[src/rtl/ram_pkg.sv]
// Shared types, limits and helpers for the pipelined single-port RAM.
package ram_pkg;

  typedef enum logic {
    ST_INIT,
    ST_RUN
  } state_e;

  localparam int DEF_DATA_WIDTH = 16;
  localparam int BE_WIDTH       = DEF_DATA_WIDTH / 8;
  localparam int MAX_RD_LATENCY = 4;

  // Even parity: stored bit makes the total count of ones in byte+bit even.
  function automatic logic parity_byte(input logic [7:0] b);
    return ^b;
  endfunction

endpackage

[src/rtl/ram_sp_pipelined_if.sv]
// Request/response bundle for ram_sp_pipelined; master drives requests, slave answers.
interface ram_sp_pipelined_if
  import ram_pkg::*;
#(
  parameter int DATA_WIDTH = DEF_DATA_WIDTH,
  parameter int ADDR_WIDTH = 4
);
  logic                      en;
  logic                      wr_rd;
  logic [ADDR_WIDTH-1:0]     addr;
  logic [DATA_WIDTH-1:0]     data_in;
  logic [DATA_WIDTH/8-1:0]   be;
  logic                      ready;
  logic [DATA_WIDTH-1:0]     data_out;
  logic                      out_en;
  logic                      par_err;

  modport master (
    output en, wr_rd, addr, data_in, be,
    input  ready, data_out, out_en, par_err
  );

  modport slave (
    input  en, wr_rd, addr, data_in, be,
    output ready, data_out, out_en, par_err
  );
endinterface

[src/rtl/ram_rd_pipe.sv]
// Fixed-latency valid/data delay line; data stages only load on valid so the
// last stage holds the most recent result. rst clears every stage.
module ram_rd_pipe
  import ram_pkg::*;
#(
  parameter int WIDTH   = 16,
  parameter int LATENCY = 2
) (
  input  logic             clk,
  input  logic             srst,
  input  logic             in_valid,
  input  logic [WIDTH-1:0] in_data,
  output logic             out_valid,
  output logic [WIDTH-1:0] out_data
);
  if (LATENCY < 1 || LATENCY > MAX_RD_LATENCY) begin : gen_bad_latency
    $error("ram_rd_pipe: LATENCY out of range");
  end

  logic [LATENCY-1:0] valid_reg;
  logic [WIDTH-1:0]   data_reg [LATENCY];

  always_ff @(posedge clk) begin
    if (srst) begin
      valid_reg <= '0;
      for (int i = 0; i < LATENCY; i++) begin
        data_reg[i] <= '0;
      end
    end else begin
      valid_reg[0] <= in_valid;
      if (in_valid) begin
        data_reg[0] <= in_data;
      end
      for (int i = 1; i < LATENCY; i++) begin
        valid_reg[i] <= valid_reg[i-1];
        if (valid_reg[i-1]) begin
          data_reg[i] <= data_reg[i-1];
        end
      end
    end
  end

  assign out_valid = valid_reg[LATENCY-1];
  assign out_data  = data_reg[LATENCY-1];
endmodule

[src/rtl/ram_sp_pipelined.sv]
// Single-port RAM with byte enables, post-reset clearing sweep and RD_LATENCY read pipe.
// Optional per-lane even parity storage/check when RAM_PARITY_EN is defined.
module ram_sp_pipelined
  import ram_pkg::*;
#(
  parameter int DATA_WIDTH = 16,
  parameter int ADDR_WIDTH = 4,
  parameter int DEPTH      = 16,
  parameter int RD_LATENCY = 2
) (
  input logic               clk,
  input logic               rst,
  ram_sp_pipelined_if.slave bus
);
  localparam int                    BE_W     = DATA_WIDTH / 8;
  localparam logic [ADDR_WIDTH-1:0] PTR_LAST = ADDR_WIDTH'(DEPTH - 1);

  logic [DATA_WIDTH-1:0] mem [DEPTH];

  state_e                state_reg, state_next;
  logic [ADDR_WIDTH-1:0] ptr_reg, ptr_next;
  logic                  ready_w;
  logic                  accept;
  logic                  in_range;
  logic                  rd_fire;
  logic [ADDR_WIDTH-1:0] wr_addr;
  logic [DATA_WIDTH-1:0] wr_data;
  logic [BE_W-1:0]       wr_lanes;
  logic [DATA_WIDTH-1:0] rd_word;
  logic                  out_en_w;
  logic [DATA_WIDTH-1:0] data_out_w;

  always_ff @(posedge clk) begin
    if (rst) begin
      state_reg <= ST_INIT;
      ptr_reg   <= '0;
    end else begin
      state_reg <= state_next;
      ptr_reg   <= ptr_next;
    end
  end

  always_comb begin
    state_next = state_reg;
    ptr_next   = ptr_reg;
    ready_w    = 1'b0;
    case (state_reg)
      ST_INIT: begin
        ptr_next = ptr_reg + ADDR_WIDTH'(1);
        if (ptr_reg == PTR_LAST) begin
          state_next = ST_RUN;
        end
      end
      default: ready_w = 1'b1;
    endcase
  end

  assign in_range = int'(bus.addr) < DEPTH;
  assign accept   = bus.en && ready_w && !rst;
  assign rd_fire  = accept && !bus.wr_rd;

  // The sweep and normal writes share one write port.
  always_comb begin
    wr_addr  = bus.addr;
    wr_data  = bus.data_in;
    wr_lanes = '0;
    if (rst) begin
      wr_lanes = '0;
    end else if (state_reg == ST_INIT) begin
      wr_addr  = ptr_reg;
      wr_data  = '0;
      wr_lanes = '1;
    end else if (accept && bus.wr_rd && in_range) begin
      wr_lanes = bus.be;
    end
  end

`ifdef RAM_PARITY_EN
  logic [BE_W-1:0] par_mem [DEPTH];
`endif

  always_ff @(posedge clk) begin
    for (int i = 0; i < BE_W; i++) begin
      if (wr_lanes[i]) begin
        mem[wr_addr][i*8 +: 8] <= wr_data[i*8 +: 8];
`ifdef RAM_PARITY_EN
        par_mem[wr_addr][i] <= parity_byte(wr_data[i*8 +: 8]);
`endif
      end
    end
  end

  assign rd_word = in_range ? mem[bus.addr] : '0;

  ram_rd_pipe #(
    .WIDTH   (DATA_WIDTH),
    .LATENCY (RD_LATENCY)
  ) u_data_pipe (
    .clk       (clk),
    .srst      (rst),
    .in_valid  (rd_fire),
    .in_data   (rd_word),
    .out_valid (out_en_w),
    .out_data  (data_out_w)
  );

`ifdef RAM_PARITY_EN
  logic [BE_W-1:0] rd_par;
  logic [BE_W-1:0] lane_bad;
  logic            par_valid;
  logic            par_data;

  assign rd_par = in_range ? par_mem[bus.addr] : '0;

  for (genvar gi = 0; gi < BE_W; gi++) begin : gen_par_chk
    assign lane_bad[gi] = parity_byte(rd_word[gi*8 +: 8]) != rd_par[gi];
  end

  ram_rd_pipe #(
    .WIDTH   (1),
    .LATENCY (RD_LATENCY)
  ) u_par_pipe (
    .clk       (clk),
    .srst      (rst),
    .in_valid  (rd_fire),
    .in_data   (|lane_bad),
    .out_valid (par_valid),
    .out_data  (par_data)
  );

  // The data stage holds between reads, so qualify with valid to keep par_err a pulse.
  assign bus.par_err = par_valid && par_data;
`else
  assign bus.par_err = 1'b0;
`endif

  assign bus.ready    = ready_w;
  assign bus.out_en   = out_en_w;
  assign bus.data_out = data_out_w;
endmodule

[src/flat_wrapper.sv]
// flat-port wrapper written by rule: the top's interface ports become plain ports
module ram_sp_pipelined_flat import ram_pkg::*;
#(
  parameter int DATA_WIDTH = 16,
  parameter int ADDR_WIDTH = 4,
  parameter int DEPTH      = 16,
  parameter int RD_LATENCY = 2
)
  (clk, rst, bus_en, bus_wr_rd, bus_addr, bus_data_in, bus_be, bus_ready, bus_data_out, bus_out_en, bus_par_err);
  ram_sp_pipelined_if #(.DATA_WIDTH(DATA_WIDTH), .ADDR_WIDTH(ADDR_WIDTH)) bus_i ();
  input logic clk;
  input logic rst;
  input wire logic [$bits(bus_i.en)-1:0] bus_en;
  input wire logic [$bits(bus_i.wr_rd)-1:0] bus_wr_rd;
  input wire logic [$bits(bus_i.addr)-1:0] bus_addr;
  input wire logic [$bits(bus_i.data_in)-1:0] bus_data_in;
  input wire logic [$bits(bus_i.be)-1:0] bus_be;
  output wire logic [$bits(bus_i.ready)-1:0] bus_ready;
  output wire logic [$bits(bus_i.data_out)-1:0] bus_data_out;
  output wire logic [$bits(bus_i.out_en)-1:0] bus_out_en;
  output wire logic [$bits(bus_i.par_err)-1:0] bus_par_err;
  assign bus_i.en = bus_en;
  assign bus_i.wr_rd = bus_wr_rd;
  assign bus_i.addr = bus_addr;
  assign bus_i.data_in = bus_data_in;
  assign bus_i.be = bus_be;
  assign bus_ready = bus_i.ready;
  assign bus_data_out = bus_i.data_out;
  assign bus_out_en = bus_i.out_en;
  assign bus_par_err = bus_i.par_err;
  ram_sp_pipelined #(.DATA_WIDTH(DATA_WIDTH), .ADDR_WIDTH(ADDR_WIDTH), .DEPTH(DEPTH), .RD_LATENCY(RD_LATENCY)) u_core (.clk(clk), .rst(rst), .bus(bus_i));
endmodule
[config.mk]
export PLATFORM = sky130hd
export DESIGN_NAME = ram_sp_pipelined_flat
export DESIGN_NICKNAME = d
export VERILOG_FILES = /design/src/rtl/ram_pkg.sv /design/src/rtl/ram_sp_pipelined_if.sv /design/src/rtl/ram_rd_pipe.sv /design/src/rtl/ram_sp_pipelined.sv /design/src/flat_wrapper.sv
export SDC_FILE = /design/constraint.sdc
export NUM_CORES = 1
export LEC_CHECK = 0
export BUFFER_PORTS_ARGS = -buffer_cell sky130_fd_sc_hd__buf_2
export CAP_MARGIN = 20
export CORE_ASPECT_RATIO = 0.5
export CORE_UTILIZATION = 30
export DETAILED_ROUTE_END_ITERATION = 7
export SLEW_MARGIN = 15
export SYNTH_ARGS = -nofsm -noshare
export SYNTH_HDL_FRONTEND = slang
export SYNTH_SLANG_ARGS = --single-unit
[constraint.sdc]
create_clock -name clk -period 6.3 [get_ports clk]
set_clock_uncertainty 0.15 [all_clocks]
set_input_delay 1.26 -clock clk [delete_from_list [all_inputs] [get_ports clk]]
set_output_delay 1.26 -clock clk [all_outputs]
set_load 0.02 [all_outputs]
Word level (Yosys, flattened, before mapping)
Memory sizes are Yosys's and may differ from the RTL's.
Cells that the tools add are included.
Widths: inputs -> output; s select.
{ "word_totals": {"regBits": 7, "latchBits": 0, "mem_bits_rw": 288, "mem_bits_ro": 0, "memories": 2} }
{ "classes": {"n_addsub": 1, "n_mul": 0, "div": 0, "n_lt_le_gt_ge": 0, "n_eq_ne": 1, "n_shift": 0, "mux": 24, "bitwise_logic": 2, "reduce_logical": 6} }
{ "memory_table": {"columns": ["name", "words", "word_bits", "rd", "rd_clocked_by_memory_dff", "wr", "line_no", "text"], "rows": [
  ["u_core.mem", 16, 16, 1, 0, 1, "ram_sp_pipelined.sv:18", "logic [DATA_WIDTH-1:0] mem [DEPTH];"],
  ["u_core.u_data_pipe.data_reg", 2, 16, 2, 0, 2, "ram_rd_pipe.sv:21", "logic [WIDTH-1:0] data_reg [LATENCY];"]
]} }
{ "ops": {"columns": ["cell", "count"], "rows": [
  ["$mux 16", 4],
  ["$mux 1", 15],
  ["$mux 4", 2],
  ["$mux 2", 3],
  ["$add 4x1->4 const B", 1],
  ["$eq 4x4->1 const B", 1],
  ["$logic_and 1x1->1", 4],
  ["$logic_not 1->1", 2],
  ["$or 1x1->1", 2]
]} }

Longest topological paths before layout
Gate-level depths: netlist of the first run.
{ "logic_depth": {"word_depth": 9, "depth_mapped": 6, "mapped_depth_nobuf": 4} }

Modules after synthesis
From an unflattened synthesis of the first run, not the netlist that was laid out.
{ "hier_totals": {"cells_unflattened": 633, "hier_area_um2": 11976.5} }
{ "modules_own_cells": {"columns": ["mod", "n_inst", "cells_each", "area_per_inst_um2", "seq_area_each_um2"], "rows": [
  ["ram_sp_pipelined", 1, 543, 10522.6, 7787.5],
  ["ram_rd_pipe", 1, 90, 1453.9, 1001.0]
]} }

Least setup slack after synthesis of the first run
Ideal clock, no wire load.
{ "synth_timing": {"kind": "input port to flip-flop", "startpoint": "in rst", "endpoint": "mem u_core.mem[0][10] (enable)", "setup_time_ns": 0.370, "arrival_ns": 2.489, "t_required_ns": 5.780, "setup_slack_ns": 3.291, "cell_stages": 6, "path_buffers": 2, "path_cell_list": "buf_4 clkbuf_1 nor4_1 a31oi_2 nand2b_1 nor2_1"} }
{ "synth_between": {"elab_chain_cells": 8} }
{ "synth_lines": {"columns": ["element", "line_no", "text"], "rows": [
  ["from (decl)", "flat_wrapper.sv:12", "input logic rst;"],
  ["$logic_not 1->1", "ram_sp_pipelined.sv:59", "assign accept = bus.en && ready_w && !rst;"],
  ["$logic_and 1x1->1", "ram_sp_pipelined.sv:59", null],
  ["$logic_and 1x1->1", "ram_sp_pipelined.sv:73", "end else if (accept && bus.wr_rd && in_range) begin"],
  ["$mux 2", "ram_sp_pipelined.sv:73", null],
  ["$mux 2", "ram_sp_pipelined.sv:69", "end else if (state_reg == ST_INIT) begin"],
  ["$mux 2", "ram_sp_pipelined.sv:67", "if (rst) begin"],
  ["$mux 1", "ram_sp_pipelined.sv:84", "if (wr_lanes[i]) begin"],
  ["$mux 1 (implied by the code)", "ram_sp_pipelined.sv:85", "mem[wr_addr][i*8 +: 8] <= wr_data[i*8 +: 8];"],
  ["to (decl)", "ram_sp_pipelined.sv:18", null]
]} }
Parallel ways exist; a longest one is shown, timed or not.

Worst setup path after layout of the first run
{ "layout_timing": {"startpoint": "in rst", "endpoint": "mem u_core.mem[6][1] (enable)"} }
Same word-level chain as after synthesis.

==> results of run 1 <==
## cell families (layout without fill, tap and decap cells)
logic type	count (synthesis)	in the layout
AOI/OAI and AO/OA	43	43
xor gates and xnor gates	3	3
adders and majority gates	1	1
buffers and inverters	54	102
DFF	295	295
muxes	65	65
other	1	2
and+or+nand+nor	159	159
## final timing paths
check                                        from                         endpoint  cells past startpoint
setup / recovery                              rst                 u_core.mem[6][1]                      5
hold / removal    u_core.u_data_pipe.valid_reg[0]  u_core.u_data_pipe.valid_reg[1]                      1
setup reg to reg                 u_core.state_reg                 u_core.mem[6][1]                      4
hold reg to reg   u_core.u_data_pipe.valid_reg[0]  u_core.u_data_pipe.valid_reg[1]                      1
## per-layer routing
metal	track usage, %	up-vias	share of wire [%]	routed length (um)
li1	-	2515	-	-
met1	17.4	2927	46	11500
met2	19.4	182	46	11400
met3	2.51	33	6.3	1580
met4	2.73	0	1.6	409
met5	0	-	0	0
## cell usage in the layout (no fill, tap or decap), types with 2 or more instances in the layout
cell and instances:
sky130_fd_sc_hd__clkinv_2 9, sky130_fd_sc_hd__dfxtp_1 7, sky130_fd_sc_hd__nand2_1 64, sky130_fd_sc_hd__nor4bb_1 2
sky130_fd_sc_hd__mux4_2 37, sky130_fd_sc_hd__xor2_1 2, sky130_fd_sc_hd__mux4_1 27, sky130_fd_sc_hd__a31oi_1 22
sky130_fd_sc_hd__or2_2 2, sky130_fd_sc_hd__nand3_1 2, sky130_fd_sc_hd__clkinv_1 8, sky130_fd_sc_hd__nand2b_1 8
sky130_fd_sc_hd__a31oi_2 2, sky130_fd_sc_hd__clkinv_4 2, sky130_fd_sc_hd__nor4_1 2, sky130_fd_sc_hd__clkinvlp_4 2
sky130_fd_sc_hd__nor4b_1 4, sky130_fd_sc_hd__buf_4 5, sky130_fd_sc_hd__and2_1 16, sky130_fd_sc_hd__nor2_1 37
sky130_fd_sc_hd__clkbuf_16 28, sky130_fd_sc_hd__edfxtp_1 288, sky130_fd_sc_hd__buf_2 43, sky130_fd_sc_hd__a31o_1 16
sky130_fd_sc_hd__a21oi_1 2, sky130_fd_sc_hd__nor2b_1 16
## stage by stage
stage               instance area (um^2)  cells
detailed placement                 12400   1149
CTS                                13300   1199
global route                       13300   1199
floorplan                          11900    621
finish                             13300   1200
global placement                   12400   1149
## worst reg2reg max path, delay by kind of cell (launching register included)
family	cells	cell delay, ns
AND/OR/NAND/NOR	3	1.85
AO/OA/AOI/OAI	1	0.43
flip-flops	1	0.71
## cell type report
class	count	area, um^2	share of cell area [%]
Clock inverter	20	143	1.07
Timing Repair Buffer	48	253	1.90
Antenna cell	1	2.50	0.0188
Tap cell	530	663	4.99
Inverter	4	15.0	0.113
Clock buffer	30	718	5.41
Multi-Input combinational cell	272	2700	20.4
Sequential cell	295	8790	66.1
## power breakdown
| group | total, mW | internal [mW] | leakage (nW) | switching (mW) |
|---|---|---|---|---|
| sequential | 2.20 | 2.19 | 2.74 | 0.0108 |
| clock | 1.58 | 0.866 | 0.426 | 0.709 |
| combinational | 0.197 | 0.0676 | 1.14 | 0.129 |
| total | 3.97 | 3.12 | 4.31 | 0.849 |
==> flow_summary.html, run 1 <==
<table>
<tr><th>Metric</th><th>Value</th></tr>
<tr><th colspan="2">Synth</th></tr>
<tr><td>Post-Synth Simple-Gate Area</td><td>6.51%</td></tr>
<tr><td>Main combinational cell family by area after synthesis</td><td>multiplexers</td></tr>
<tr><td>Share of Yosys cell area claimed by the top area cell type</td><td>72.7%</td></tr>
<tr><td>Syn_nets</td><td>648</td></tr>
<tr><td>Syn Std Cell Area</td><td>0.0119 mm^2</td></tr>
<tr><td>Cell count after synthesis</td><td>621</td></tr>
<tr><td>Fraction of the mapped netlist area in compound gates</td><td>2.81%</td></tr>
<tr><td>Number of synthesized register bits</td><td>295</td></tr>
<tr><td>Count of flip-flops with a built-in enable after synthesis</td><td>288</td></tr>
<tr><td>Distinct cell type count after synthesis</td><td>37</td></tr>
<tr><td>Register area share after synthesis</td><td>73.8%</td></tr>
<tr><td>Mux cell area share after synthesis</td><td>13.0%</td></tr>
<tr><td>Most instantiated flip-flop cell in the synthesis netlist</td><td>sky130_fd_sc_hd__edfxtp_1</td></tr>
<tr><td>Mean instance size in the synthesized netlist</td><td>19.2 um^2</td></tr>
<tr><td>Adder-cell share of the synthesized area</td><td>0.105%</td></tr>
<tr><td>Largest area contributor in the synthesized netlist</td><td>sky130_fd_sc_hd__edfxtp_1</td></tr>
<tr><td>Async S/R FF share, synth</td><td>0%</td></tr>
<tr><td>Most common library cells after synthesis</td><td>sky130_fd_sc_hd__edfxtp_1 (288), sky130_fd_sc_hd__nand2_1 (64), sky130_fd_sc_hd__mux4_2 (37), sky130_fd_sc_hd__nor2_1 (37), sky130_fd_sc_hd__mux4_1 (27)</td></tr>
<tr><td>Total of warnings raised by yosys</td><td>0</td></tr>
<tr><td>Leading cell type by number of instances after synthesis</td><td>sky130_fd_sc_hd__edfxtp_1</td></tr>
<tr><td>Leading cell types by total area after synthesis</td><td>sky130_fd_sc_hd__edfxtp_1 (73%), sky130_fd_sc_hd__mux4_2 (7.0%), sky130_fd_sc_hd__mux4_1 (6.0%)</td></tr>
<tr><td>Post-synthesis share of cell area spent on xor and xnor gates</td><td>0.221%</td></tr>
<tr><th colspan="2">GRT</th></tr>
<tr><td>Vias in the first global route</td><td>5,869</td></tr>
<tr><td>Wire length of the first global-routing pass</td><td>37,300 um</td></tr>
<tr><td>Maximum number of pins on one net before global-route repair</td><td>51</td></tr>
<tr><td>Global-route usage over all layers</td><td>12.3%</td></tr>
<tr><td>Number of antenna violations at the first check in global routing</td><td>1</td></tr>
<tr><td>Overall overflow remaining after global route</td><td>0</td></tr>
<tr><th colspan="2">Drt</th></tr>
<tr><td>Number of DRC markers in iteration 0</td><td>410</td></tr>
<tr><td>TritonRoute pass-1 iters</td><td>4</td></tr>
<tr><td>Routed via count</td><td>5,657</td></tr>
<tr><td>Final antenna-violating net count</td><td>0</td></tr>
<tr><td>Via-to-Cell Ratio</td><td>4.71</td></tr>
<tr><td>Drt total wl</td><td>24,900 um</td></tr>
<tr><td>Post-DR wirelength/cell</td><td>20.8 um</td></tr>
<tr><td>Number of DRC violations after detailed routing</td><td>0</td></tr>
<tr><th colspan="2">STA</th></tr>
<tr><td>Worst-margin pin slew</td><td>0.997 ns</td></tr>
<tr><td>Aggregate negative setup slack</td><td>0 ns</td></tr>
<tr><td>Final Worst Setup Slack</td><td>2.52 ns</td></tr>
<tr><td>Worst Hold Margin</td><td>0.367 ns</td></tr>
<tr><td>Relative slew margins</td><td>33.5%</td></tr>
<tr><td>Post-route fraction of the period consumed by the critical path</td><td>60.0%</td></tr>
<tr><td>Final Hold Vio Count</td><td>0</td></tr>
<tr><td>Shortest period the worst path allows</td><td>3.78 ns</td></tr>
<tr><td>Unrepaired setup endpoints after global routing</td><td>no</td></tr>
<tr><td>Fmax achieved</td><td>265 MHz</td></tr>
<tr><td>Number of setup violations in the final report</td><td>0</td></tr>
<tr><td>Total count of max-transition violations in the final report</td><td>0</td></tr>
<tr><th colspan="2">Worst setup path</th></tr>
<tr><td>Worst Path Class, Setup</td><td>input pin to flop</td></tr>
<tr><td>Arrival time of the worst setup path</td><td>3.79 ns</td></tr>
<tr><td>Crit path capture type</td><td>flop</td></tr>
<tr><td>Required time worst endpoint</td><td>6.31 ns</td></tr>
<tr><td>Slowest Stage Delay on Critical Path</td><td>0.82 ns</td></tr>
<tr><td>CP startpoint kind</td><td>input pin</td></tr>
<tr><td>Worst R2R Setup Slack</td><td>2.80 ns</td></tr>
<tr><td>Ordered list of cells on the worst path</td><td>buf_2, or2_1, a31oi_1, nand2b_1, nor2_1</td></tr>
<tr><td>Number of buffers and inverters on the critical path</td><td>1</td></tr>
<tr><td>Crit-path slowest cell</td><td>sky130_fd_sc_hd__or2_1</td></tr>
<tr><td>Worst path top cell family by delay</td><td>simple AND/OR/NAND/NOR gates</td></tr>
<tr><td>Critical-path maximum fanout</td><td>24</td></tr>
<tr><th colspan="2">Clock tree</th></tr>
<tr><td>Number of clock sinks seen by CTS</td><td>295</td></tr>
<tr><td>Clock root cell</td><td>sky130_fd_sc_hd__clkbuf_16</td></tr>
<tr><td>Post-CTS sizing</td><td>0</td></tr>
<tr><td>Maximum root-to-sink buffer count</td><td>3</td></tr>
<tr><td>Clk Latency, worst-skew pair</td><td>0.55 ns</td></tr>
<tr><td>Post-CTS Setup Bufs</td><td>0</td></tr>
<tr><td>CTS hold repair buffers</td><td>0</td></tr>
<tr><td>Clock tree from TritonCTS</td><td>yes</td></tr>
<tr><td>CTS Buf Count</td><td>28</td></tr>
<tr><td>Clock-pin slew on the worst setup and hold paths</td><td>0.07 ns</td></tr>
<tr><td>Number of H-tree levels</td><td>1</td></tr>
<tr><th colspan="2">Final layout</th></tr>
<tr><td>Total Nets Final</td><td>676</td></tr>
<tr><td>Layout Utilization</td><td>34.1%</td></tr>
<tr><td>Count of fill cells added during filler insertion</td><td>3,616</td></tr>
<tr><td>Synthesis-to-layout area growth</td><td>11.6%</td></tr>
<tr><td>Number of flip-flops in the largest register</td><td>256</td></tr>
<tr><td>Share of post-route cells with drive strength above 1</td><td>20.5%</td></tr>
<tr><th colspan="2">Die</th></tr>
<tr><td>Area of the die</td><td>0.0405 mm^2</td></tr>
<tr><td>Die extent in x</td><td>284 um</td></tr>
<tr><td>Initial core utilization</td><td>30.5%</td></tr>
<tr><td>Placement row count</td><td>51</td></tr>
<tr><td>Number of ports placed on the die boundary</td><td>45</td></tr>
<tr><td>Area of the core</td><td>0.0390 mm^2</td></tr>
<tr><td>Height of the die</td><td>143 um</td></tr>
<tr><th colspan="2">Placement</th></tr>
<tr><td>Input/output buffers</td><td>43</td></tr>
<tr><td>Routability-driven placement congestion ratio</td><td>0.790</td></tr>
<tr><td>Worst slack at placement</td><td>1.96 ns</td></tr>
<tr><td>Detailed placer's ending HPWL</td><td>16,500 um</td></tr>
<tr><th colspan="2">Pwr</th></tr>
<tr><td>Total chip power</td><td>3.97 mW</td></tr>
<tr><td>Pleak</td><td>4.31 nW</td></tr>
<tr><td>Maximum ir drop on the vdd rail</td><td>0.000189 V</td></tr>
<tr><td>Areal power density over the cells</td><td>299 mW/mm^2</td></tr>
<tr><th colspan="2">Job</th></tr>
<tr><td>Max-Cap Viols</td><td>0</td></tr>
<tr><th colspan="2">Status</th></tr>
<tr><td>Result of the run</td><td>finished, final reports clean</td></tr>
<tr><th colspan="2">Min path</th></tr>
<tr><td>Class of the tightest hold or removal check</td><td>flop to flop</td></tr>
</table>
Power figures use the tool's default switching activity.
==> inputs of run 2 (changes only) <==
==> constraint.sdc (replaced) <==
create_clock -name clk -period 3.05 [get_ports clk]
set_clock_uncertainty 0.15 [all_clocks]
set_input_delay 0.61 -clock clk [delete_from_list [all_inputs] [get_ports clk]]
set_output_delay 0.61 -clock clk [all_outputs]
set_load 0.02 [all_outputs]
==> flow_summary.html, run 2 (synthesized netlist as in run 1, its figures left out) <==
<table>
<tr><th>Metric</th><th>Value</th></tr>
<tr><th colspan="2">Clock tree</th></tr>
<tr><td>Clk Latency, worst-skew pair</td><td>0.54 ns</td></tr>
<tr><td>CTS Buf Count</td><td>29</td></tr>
<tr><td>Maximum root-to-sink buffer count</td><td>3</td></tr>
<tr><td>CTS hold repair buffers</td><td>0</td></tr>
<tr><td>Clock root cell</td><td>sky130_fd_sc_hd__clkbuf_16</td></tr>
<tr><td>Post-CTS sizing</td><td>0</td></tr>
<tr><td>Number of H-tree levels</td><td>1</td></tr>
<tr><td>Post-CTS Setup Bufs</td><td>0</td></tr>
<tr><td>Number of clock sinks seen by CTS</td><td>295</td></tr>
<tr><td>Clock tree from TritonCTS</td><td>yes</td></tr>
<tr><td>Clock-pin slew on the worst setup and hold paths</td><td>0.06 ns</td></tr>
<tr><th colspan="2">Final layout</th></tr>
<tr><td>Share of post-route cells with drive strength above 1</td><td>24.9%</td></tr>
<tr><td>Count of fill cells added during filler insertion</td><td>3,571</td></tr>
<tr><td>Area taken by multi-input logic gates</td><td>0.00270 mm^2</td></tr>
<tr><td>Combined flip-flop and latch cell area</td><td>0.00879 mm^2</td></tr>
<tr><td>Commonest non-fill, non-tap cell in the layout</td><td>sky130_fd_sc_hd__edfxtp_1</td></tr>
<tr><td>Leading cell types in the layout, fill and taps excluded</td><td>sky130_fd_sc_hd__edfxtp_1 (288), sky130_fd_sc_hd__nand2_1 (64), sky130_fd_sc_hd__buf_4 (44)</td></tr>
<tr><td>Number of diodes added for antenna fixing</td><td>0</td></tr>
<tr><td>Synthesis-to-layout area growth</td><td>15.3%</td></tr>
<tr><td>Total Nets Final</td><td>717</td></tr>
<tr><td>Number of flip-flops in the largest register</td><td>256</td></tr>
<tr><th colspan="2">STA</th></tr>
<tr><td>Final Hold Vio Count</td><td>0</td></tr>
<tr><td>Aggregate negative setup slack</td><td>0 ns</td></tr>
<tr><td>Fmax achieved</td><td>395 MHz</td></tr>
<tr><td>Worst-margin pin slew</td><td>0.884 ns</td></tr>
<tr><td>Shortest period the worst path allows</td><td>2.53 ns</td></tr>
<tr><td>Total count of max-transition violations in the final report</td><td>0</td></tr>
<tr><td>Worst Hold Margin</td><td>0.348 ns</td></tr>
<tr><td>Post-route fraction of the period consumed by the critical path</td><td>83.1%</td></tr>
<tr><td>Unrepaired setup endpoints after global routing</td><td>no</td></tr>
<tr><td>Relative slew margins</td><td>40.8%</td></tr>
<tr><td>Number of setup violations in the final report</td><td>0</td></tr>
<tr><td>Final Worst Setup Slack</td><td>0.516 ns</td></tr>
<tr><th colspan="2">Drt</th></tr>
<tr><td>Top layer in use</td><td>met4</td></tr>
<tr><td>Routed via count</td><td>5,809</td></tr>
<tr><td>Number of DRC violations after detailed routing</td><td>0</td></tr>
<tr><td>Final antenna-violating net count</td><td>0</td></tr>
<tr><td>Number of DRC markers in iteration 0</td><td>648</td></tr>
<tr><td>Met1 Wirelength</td><td>11,900 um</td></tr>
<tr><td>Via-to-Cell Ratio</td><td>4.68</td></tr>
<tr><td>Post-DR wirelength/cell</td><td>20.1 um</td></tr>
<tr><td>Drt total wl</td><td>24,900 um</td></tr>
<tr><td>Amount of wire on met2 after detailed routing</td><td>11,400 um</td></tr>
<tr><td>Metal3 WL</td><td>1230 um</td></tr>
<tr><td>TritonRoute pass-1 iters</td><td>5</td></tr>
<tr><th colspan="2">Min path</th></tr>
<tr><td>Class of the tightest hold or removal check</td><td>input pin to flop</td></tr>
<tr><th colspan="2">Worst setup path</th></tr>
<tr><td>Slowest Stage Delay on Critical Path</td><td>0.71 ns</td></tr>
<tr><td>Required time worst endpoint</td><td>3.06 ns</td></tr>
<tr><td>Arrival time of the worst setup path</td><td>2.54 ns</td></tr>
<tr><td>Ordered list of cells on the worst path</td><td>buf_4, nor4b_1, a31oi_2, nand2b_1, nor2_1</td></tr>
<tr><td>Critical-path maximum fanout</td><td>10</td></tr>
<tr><td>Worst path top cell family by delay</td><td>simple AND/OR/NAND/NOR gates</td></tr>
<tr><td>CP startpoint kind</td><td>flop</td></tr>
<tr><td>Number of buffers and inverters on the critical path</td><td>1</td></tr>
<tr><td>Crit path capture type</td><td>flop</td></tr>
<tr><td>Worst Path Class, Setup</td><td>flop to flop</td></tr>
<tr><td>Crit-path slowest cell</td><td>sky130_fd_sc_hd__nor2_1</td></tr>
<tr><th colspan="2">Die</th></tr>
<tr><td>Die extent in x</td><td>284 um</td></tr>
<tr><td>Placement row count</td><td>51</td></tr>
<tr><td>Area of the core</td><td>0.0390 mm^2</td></tr>
<tr><td>Number of ports placed on the die boundary</td><td>45</td></tr>
<tr><td>Area of the die</td><td>0.0405 mm^2</td></tr>
<tr><td>Height of the die</td><td>143 um</td></tr>
<tr><td>Initial core utilization</td><td>30.5%</td></tr>
<tr><th colspan="2">Pwr</th></tr>
<tr><td>Areal power density over the cells</td><td>629 mW/mm^2</td></tr>
<tr><td>Pleak</td><td>4.57 nW</td></tr>
<tr><td>Maximum ir drop on the vdd rail</td><td>0.000380 V</td></tr>
<tr><td>Total chip power</td><td>8.63 mW</td></tr>
<tr><th colspan="2">Placement</th></tr>
<tr><td>Input/output buffers</td><td>43</td></tr>
<tr><td>Detailed placer's ending HPWL</td><td>16,700 um</td></tr>
<tr><td>Routability-driven placement congestion ratio</td><td>0.818</td></tr>
<tr><td>Worst slack at placement</td><td>0.174 ns</td></tr>
<tr><th colspan="2">GRT</th></tr>
<tr><td>Maximum number of pins on one net before global-route repair</td><td>28</td></tr>
<tr><td>Overall overflow remaining after global route</td><td>0</td></tr>
<tr><td>Vias in the first global route</td><td>5,947</td></tr>
<tr><td>Number of antenna violations at the first check in global routing</td><td>1</td></tr>
<tr><td>Global-route usage over all layers</td><td>12.3%</td></tr>
<tr><td>Wire length of the first global-routing pass</td><td>37,900 um</td></tr>
<tr><th colspan="2">Job</th></tr>
<tr><td>Max-Cap Viols</td><td>0</td></tr>
<tr><th colspan="2">Status</th></tr>
<tr><td>Result of the run</td><td>finished, final reports clean</td></tr>
</table>
## run 2: changes by cell type in the layout (fill, tap and decap cells not counted), sizes merged
cell | before | now
bufinv | 1 | 4
clkbuf | 30 | 41
inv | 1 | 2
clkinvlp | 2 | 0
diode | 1 | 0
clkinv | 20 | 10
buf | 48 | 88
## run 2: path summary, 6_finish.rpt
path,startpoint,to,slack [ns],depth (start not counted)
max,u_core.state_reg,u_core.mem[6][12],0.52,5
min,bus_en,u_core.u_data_pipe.valid_reg[0],0.35,2
max reg2reg,u_core.state_reg,u_core.mem[6][12],0.52,5
min reg2reg,u_core.u_data_pipe.data_reg[0][14],u_core.u_data_pipe.data_reg[0][30],0.38,1
## run 2: cell type report
type | count | share of cell area, %
Sequential cell | 295 | 64.0
Multi-Input combinational cell | 272 | 19.7
Clock buffer | 41 | 5.98
Tap cell | 530 | 4.83
Timing Repair Buffer | 88 | 4.12
Clock inverter | 12 | 1.20
Inverter | 4 | 0.109
## run 2: layer usage
layer / vias up / GRT usage (%)
li1: 2607 / -
met1: 3008 / 18.0
met2: 158 / 19.4
met3: 36 / 2.00
met4: 0 / 2.53
met5: - / 0
## run 2: report_power, final
group	switching, mW	leakage [nW]	total [mW]	internal (mW)
clock network	1.45	0.486	3.66	2.21
registers	0.0202	2.74	4.54	4.52
logic	0.270	1.35	0.433	0.163
## run 2: through the flow
stage,cell area (um^2),util (%),instances
2_1_floorplan,11900,-,621
3_3_place_gp,12700,32.7,1189
3_5_place_dp,12700,32.7,1189
4_1_cts,13700,35.2,1242
5_1_grt,13700,35.2,1242
6_report,13700,35.2,1242
